## src/rtl/emergency_preempt_pkg.sv

```systemverilog
// Shared types for the emergency preemption arbiter: FSM state encoding,
// approach direction codes and the direction-to-one-hot helper.
package emergency_preempt_pkg;

  typedef enum logic [2:0] {
    ST_IDLE     = 3'd0,
    ST_REQ      = 3'd1,
    ST_HOLD     = 3'd2,
    ST_RELEASE  = 3'd3,
    ST_COOLDOWN = 3'd4
  } state_t;

  localparam logic [1:0] DIR_S1 = 2'd0;
  localparam logic [1:0] DIR_S2 = 2'd1;
  localparam logic [1:0] DIR_S3 = 2'd2;
  localparam logic [1:0] DIR_S4 = 2'd3;

  function automatic logic [3:0] dir_to_onehot(input logic [1:0] dir);
    return 4'b0001 << dir;
  endfunction

endpackage

```

## src/rtl/emergency_debounce.sv

```systemverilog
// Per-approach debouncer: deb rises after DEBOUNCE_CYC consecutive high
// samples and drops on the first low sample.
module emergency_debounce #(
  parameter int DEBOUNCE_CYC = 3
) (
  input  logic clk,
  input  logic rst,
  input  logic raw,
  output logic deb
);

  localparam int CW = $clog2(DEBOUNCE_CYC) + 1;
  localparam logic [CW-1:0] CNT_MAX = CW'(DEBOUNCE_CYC);

  logic [CW-1:0] cnt;

  always_ff @(posedge clk) begin
    if (rst) begin
      cnt <= '0;
    end else if (!raw) begin
      cnt <= '0;
    end else if (cnt != CNT_MAX) begin
      cnt <= cnt + CW'(1);
    end
  end

  assign deb = (cnt == CNT_MAX);

endmodule

```

## src/rtl/emergency_preempt_arbiter.sv

```systemverilog
// Emergency-vehicle preemption arbiter with req/ack handover, hold limits,
// cooldown and round-robin fairness. EMERG_FIXED_PRIO_EN selects S1>S2>S3>S4.
module emergency_preempt_arbiter
  import emergency_preempt_pkg::*;
#(
  parameter int DEBOUNCE_CYC = 3,
  parameter int HOLD_MIN     = 8,
  parameter int HOLD_MAX     = 30,
  parameter int COOLDOWN     = 4
) (
  input  logic       clk,
  input  logic       rst,
  input  logic       emergency_s1,
  input  logic       emergency_s2,
  input  logic       emergency_s3,
  input  logic       emergency_s4,
  input  logic       ctrl_ack,
  output logic       preempt_req,
  output logic [1:0] preempt_dir,
  output logic [3:0] grant_onehot,
  output logic       preempt_active,
  output logic       timeout_flag
);

  localparam int HW = $clog2(HOLD_MAX + 1);
  localparam int CW = $clog2(COOLDOWN) + 1;
  localparam logic [HW-1:0] HOLD_MIN_C = HW'(HOLD_MIN);
  localparam logic [HW-1:0] HOLD_MAX_C = HW'(HOLD_MAX);
  localparam logic [CW-1:0] COOL_LAST  = CW'(COOLDOWN - 1);

  logic [3:0]    raw;
  logic [3:0]    deb;
  logic [3:0]    mask;
  logic [3:0]    elig;
  logic [1:0]    winner;
  state_t        state;
  logic [HW-1:0] hold_cnt;
  logic [CW-1:0] cool_cnt;

  assign raw  = {emergency_s4, emergency_s3, emergency_s2, emergency_s1};
  assign elig = deb & ~mask;

  for (genvar g = 0; g < 4; g++) begin : g_deb
    emergency_debounce #(.DEBOUNCE_CYC(DEBOUNCE_CYC)) u_deb (
      .clk (clk),
      .rst (rst),
      .raw (raw[g]),
      .deb (deb[g])
    );
  end

`ifdef EMERG_FIXED_PRIO_EN
  always_comb begin
    winner = DIR_S1;
    for (int i = 3; i >= 0; i--) begin
      if (elig[i]) winner = 2'(i);
    end
  end
`else
  logic [1:0] last;

  // Pointer advances to the approach the controller actually acknowledged.
  always_ff @(posedge clk) begin
    if (rst) begin
      last <= DIR_S4;
    end else if (state == ST_REQ && ctrl_ack) begin
      last <= preempt_dir;
    end
  end

  // Later iterations overwrite earlier ones, so last+1 ends up with top priority.
  always_comb begin
    logic [1:0] idx;
    winner = DIR_S1;
    idx    = DIR_S1;
    for (int k = 4; k >= 1; k--) begin
      idx = last + 2'(k);
      if (elig[idx]) winner = idx;
    end
  end
`endif

  always_ff @(posedge clk) begin
    if (rst) begin
      state          <= ST_IDLE;
      preempt_req    <= 1'b0;
      preempt_dir    <= DIR_S1;
      grant_onehot   <= 4'b0000;
      preempt_active <= 1'b0;
      timeout_flag   <= 1'b0;
      hold_cnt       <= '0;
      cool_cnt       <= '0;
      mask           <= 4'b0000;
    end else begin
      timeout_flag <= 1'b0;
      for (int i = 0; i < 4; i++) begin
        if (!raw[i]) mask[i] <= 1'b0;
      end

      case (state)
        ST_IDLE: begin
          if (|elig) begin
            preempt_dir  <= winner;
            grant_onehot <= dir_to_onehot(winner);
            preempt_req  <= 1'b1;
            state        <= ST_REQ;
          end
        end

        ST_REQ: begin
          if (ctrl_ack) begin
            hold_cnt       <= '0;
            preempt_active <= 1'b1;
            state          <= ST_HOLD;
          end
        end

        ST_HOLD: begin
          if (!ctrl_ack || (hold_cnt >= HOLD_MIN_C && !deb[preempt_dir])) begin
            preempt_req    <= 1'b0;
            preempt_active <= 1'b0;
            grant_onehot   <= 4'b0000;
            state          <= ST_RELEASE;
          end else if (hold_cnt == HOLD_MAX_C) begin
            // Forced release; mask the approach until its sensor is seen low.
            preempt_req    <= 1'b0;
            preempt_active <= 1'b0;
            grant_onehot   <= 4'b0000;
            timeout_flag   <= 1'b1;
            if (raw[preempt_dir]) mask[preempt_dir] <= 1'b1;
            state          <= ST_RELEASE;
          end else begin
            hold_cnt <= hold_cnt + HW'(1);
          end
        end

        ST_RELEASE: begin
          if (!ctrl_ack) begin
            cool_cnt <= '0;
            state    <= ST_COOLDOWN;
          end
        end

        ST_COOLDOWN: begin
          if (cool_cnt == COOL_LAST) begin
            state <= ST_IDLE;
          end else begin
            cool_cnt <= cool_cnt + CW'(1);
          end
        end

        default: state <= ST_IDLE;
      endcase
    end
  end

endmodule

```

## config.mk

```make
export PLATFORM = sky130hd
export DESIGN_NAME = emergency_preempt_arbiter
export DESIGN_NICKNAME = d
export VERILOG_FILES = /design/src/rtl/emergency_preempt_pkg.sv /design/src/rtl/emergency_debounce.sv /design/src/rtl/emergency_preempt_arbiter.sv
export SDC_FILE = /design/constraint.sdc
export NUM_CORES = 1
export LEC_CHECK = 0
export CORE_MARGIN = 1.5
export CORE_UTILIZATION = 52
export CTS_CLUSTER_DIAMETER = 60
export CTS_CLUSTER_SIZE = 25
export DETAILED_ROUTE_END_ITERATION = 7
export PLACE_DENSITY = 0.85
export RECOVER_POWER = 100
export SYNTH_ARGS = -nofsm -noshare
export SYNTH_HDL_FRONTEND = slang
export SYNTH_HIERARCHICAL = 1
export SYNTH_SLANG_ARGS = --single-unit
```

## constraint.sdc

```tcl
create_clock -name clk -period 2 [get_ports clk]
set_input_delay 0.2 -clock clk [delete_from_list [all_inputs] [get_ports clk]]
set_output_delay 0.2 -clock clk [all_outputs]
set_load 0.02 [all_outputs]
```

==> results by group <==
Cells and area
  – Area growth from synthesis to final layout: 20.5%
  – Proportion of layout cells with a drive suffix above 1: 15.5%
  – Number of diodes: 0
  – NumNets Final: 262

CTS
  – Clock transition at the register clock pins on the worst setup and hold paths after CTS: 0.07 ns
  – Clock Tree Root: sky130_fd_sc_hd__clkbuf_8
  – Post-CTS Hold Fix Bufs: 0
  – H-Tree Level Count: 2
  – CTS Sinks: 38
  – Buffers inserted during post-CTS setup optimization: 0
  – Clock latency at the later pin of the worst-skew pair: 0.29 ns
  – Bufs on Longest Clock Path: 2
  – TritonCTS clock tree: built
  – Total clock buffers created by CTS: 5

Yosys
  – Cell area after synthesis: 0.00199 mm2
  – Fraction of synthesis flops using an asynchronous set or reset pin: 0%
  – Number of register bits inferred by synthesis: 38
  – Synthesized Nets: 234
  – Most used standard cell by instance count after synthesis: sky130_fd_sc_hd__dfxtp_1
  – Gate count after technology mapping: 210
  – Proportion of netlist area held by the largest area contributor: 38.3%
  – Average cell area after synthesis: 9.46 um2
  – Number of enable-type register cells in the synthesized netlist: 0
  – Most numerous cell types in the synthesized netlist: sky130_fd_sc_hd__dfxtp_1 (38), sky130_fd_sc_hd__ha_1 (17), sky130_fd_sc_hd__nor2_1 (17), sky130_fd_sc_hd__inv_1 (14), sky130_fd_sc_hd__nand2_1 (10)
  – Top cell type by total area after synthesis: sky130_fd_sc_hd__dfxtp_1
  – Top post-synthesis cells by area: sky130_fd_sc_hd__dfxtp_1 (38%), sky130_fd_sc_hd__ha_1 (11%), sky130_fd_sc_hd__mux2i_1 (3.5%)
  – Dominant register cell in the synthesized netlist: sky130_fd_sc_hd__dfxtp_1
  – Number of library cell types mapped by synthesis: 51
  – Sequential area share after synthesis: 38.3%
  – Warnings, synthesis: 6

Floorplanning
  – Area enclosed by the die boundary: 0.00420 mm2
  – Die extent in y: 64.8 um
  – Die width: 64.8 um
  – Core Area: 0.00366 mm2
  – Initial standard-cell utilization of the core: 54.3%
  – Number of top-level pins: 16
  – Row count: 22

Route
  – Detailed Routing Iterations Pass 1: 4
  – Antenna Nets Post-Route: 0
  – Per-cell via count in the routed design: 5.77
  – Highest layer used for signal routing: met4
  – DRT Wirelength: 4.05 mm
  – Per-cell routed wire length: 14.1 um
  – Met1 Wirelength: 1.87 mm
  – Routed length on met2: 2.03 mm
  – DR iter-0 viols: 136
  – Total vias in the final route: 1,655
  – DRC: 0
  – Wire length on met3: 100 um

Timing
  – Max-slew headroom at the worst pin: 74.7%
  – Slew Viols, Final: 0
  – Final hold violation count: 0
  – Least-Margin Pin Slew: 0.377 ns
  – Final setup violation count: 0
  – Period utilisation layout: 95.8%
  – Worst clock skew on the final layout: 0.00556 ns
  – Final-layout setup total negative slack: 0 ns
  – Post-layout min period: 1.92 ns
  – Achievable Freq: 0.522 GHz
  – Setup repair after global routing missed its margin: no

Global route
  – Number of antenna violations at the first check in global routing: 0
  – Vias in the first global route: 1,596
  – Largest net degree at the start of global routing: 15
  – Total overflow reported by the global router: 0
  – Global-route wire length before repair: 6.96 mm
  – Overall routing resource usage: 21.1%

Setup path
  – Startpoint type of the worst setup path: register
  – Crit path max-delay cell type: sky130_fd_sc_hd__dfxtp_1
  – Crit path kind: register to register
  – Data required time of the worst path: 2.21 ns
  – CP Capture Type: register
  – Arrival time at the worst endpoint: 2.13 ns
  – Worst Path Max Fanout: 3
  – Crit-path max cell delay: 0.33 ns
  – Cell-by-cell listing of the critical path: ha_1 > ha_2 > mux2_4 > o31a_1 > a221o_1 > a211oi_1

Placement
  – Total of buffers placed on input and output ports: 15
  – Routability Congestion: 0.842
  – Half-perimeter wire length after placement: 3.05 mm

Worst hold path
  – Tightest Hold Check Type: register to register

Pwr
  – Pwr per Cell Area: 652 mW/mm2
  – IR Drop Worst-Case VDD: 0.438 mV
  – P_leak: 0.966 nW
  – Overall power after layout: 1.56 mW

Status
  – Result of the run: finished clean

Flow run
  – Max Cap Viol: 0
[layer usage]
metal	up-vias	GRT usage, %
met5	-	0
met4	0	6.38
met3	5	5.21
met2	17	36.1
met1	800	26.2
li1	833	-
[logic make-up (layout without fill, tap and decap cells)]
group / count (synthesis) / in the layout / share of synthesized area, %
buf+inv: 21 / 50 / 4.22
mux: 8 / 8 / 4.09
fa+ha+maj: 17 / 17 / 10.7
xor+xnor: 5 / 5 / 2.20
compound gates: 47 / 47 / 19.3
flops: 38 / 38 / 38.3
simple gates: 74 / 74 / 21.2
[registers in the layout (all words and copies together) (netlist names)]
register and flops:
cool_cnt 3, g_deb.u_deb/cnt 12, grant_onehot 4, hold_cnt 5
last 2, mask 4, preempt_active 1, preempt_dir 2
preempt_req 1, state 3, timeout_flag 1
[final timing paths]
kind,start,endpoint,slack (ns),cells after the start
max,g_deb[2].u_deb/cnt[0]$_SDFFE_PP0P_,state[0]$_SDFFE_PP0P_,0.08,6
min,preempt_req$_SDFFE_PP0P_,preempt_req$_SDFFE_PP0P_,0.47,2
max reg2reg,g_deb[2].u_deb/cnt[0]$_SDFFE_PP0P_,state[0]$_SDFFE_PP0P_,0.08,6
min reg2reg,preempt_req$_SDFFE_PP0P_,preempt_req$_SDFFE_PP0P_,0.47,2
[cell type report]
class                           instances  area [um2]
Clock buffer                            5        68.8
Inverter                               14        52.6
Clock inverter                          3        40.0
Tap cell                               48        60.1
Fill cell                             290        1270
Sequential cell                        38         762
Multi-Input combinational cell        151        1170
Timing Repair Buffer                   28         236
[placed cells by master (no fill, tap or decap), types with 6 or more instances in the layout]
cell and instances:
sky130_fd_sc_hd__dfxtp_1 37, sky130_fd_sc_hd__nor2_1 17, sky130_fd_sc_hd__inv_1 13, sky130_fd_sc_hd__ha_1 12, sky130_fd_sc_hd__nand2_1 10, sky130_fd_sc_hd__dlygate4sd3_1 10, sky130_fd_sc_hd__buf_4 10, sky130_fd_sc_hd__nand2b_1 8
sky130_fd_sc_hd__nor2b_1 7, sky130_fd_sc_hd__mux2i_1 6, sky130_fd_sc_hd__a211oi_1 6
[where the power goes]
part | total, mW | internal, mW | leakage, nW | switching, mW
Clock | 0.639 | 0.367 | 0.0579 | 0.272
Combinational | 0.136 | 0.0638 | 0.600 | 0.0722
Sequential | 0.786 | 0.774 | 0.308 | 0.0128
[critical path: cells and delay by family (launching register included)]
family,cells,cell delay (ns)
compound gates,3,0.83
fa+ha+maj,2,0.41
flops,1,0.33
mux,1,0.27
[repair_timing]
item | 4_1_cts | 5_1_grt
setup endpoints to repair | 0 | 14
endpoints found under the hold margin | 0 | 0
resized for setup | 0 | 12
[per-stage QoR]
stage          cells  utilization, %  hold WS (ns)  instance area, um2  setup slack (ns)
2_1_floorplan    210               -         0.346                1990            0.0244
3_3_place_gp     279            62.0         0.431                2270            0.0660
3_5_place_dp     279            62.0         0.461                2270            0.0279
4_1_cts          287            65.0         0.472                2380            0.0123
5_1_grt          287            65.4         0.499                2390         0.0000275
6_report         287            65.4         0.466                2390            0.0846
(Power assumes the default switching activity.)
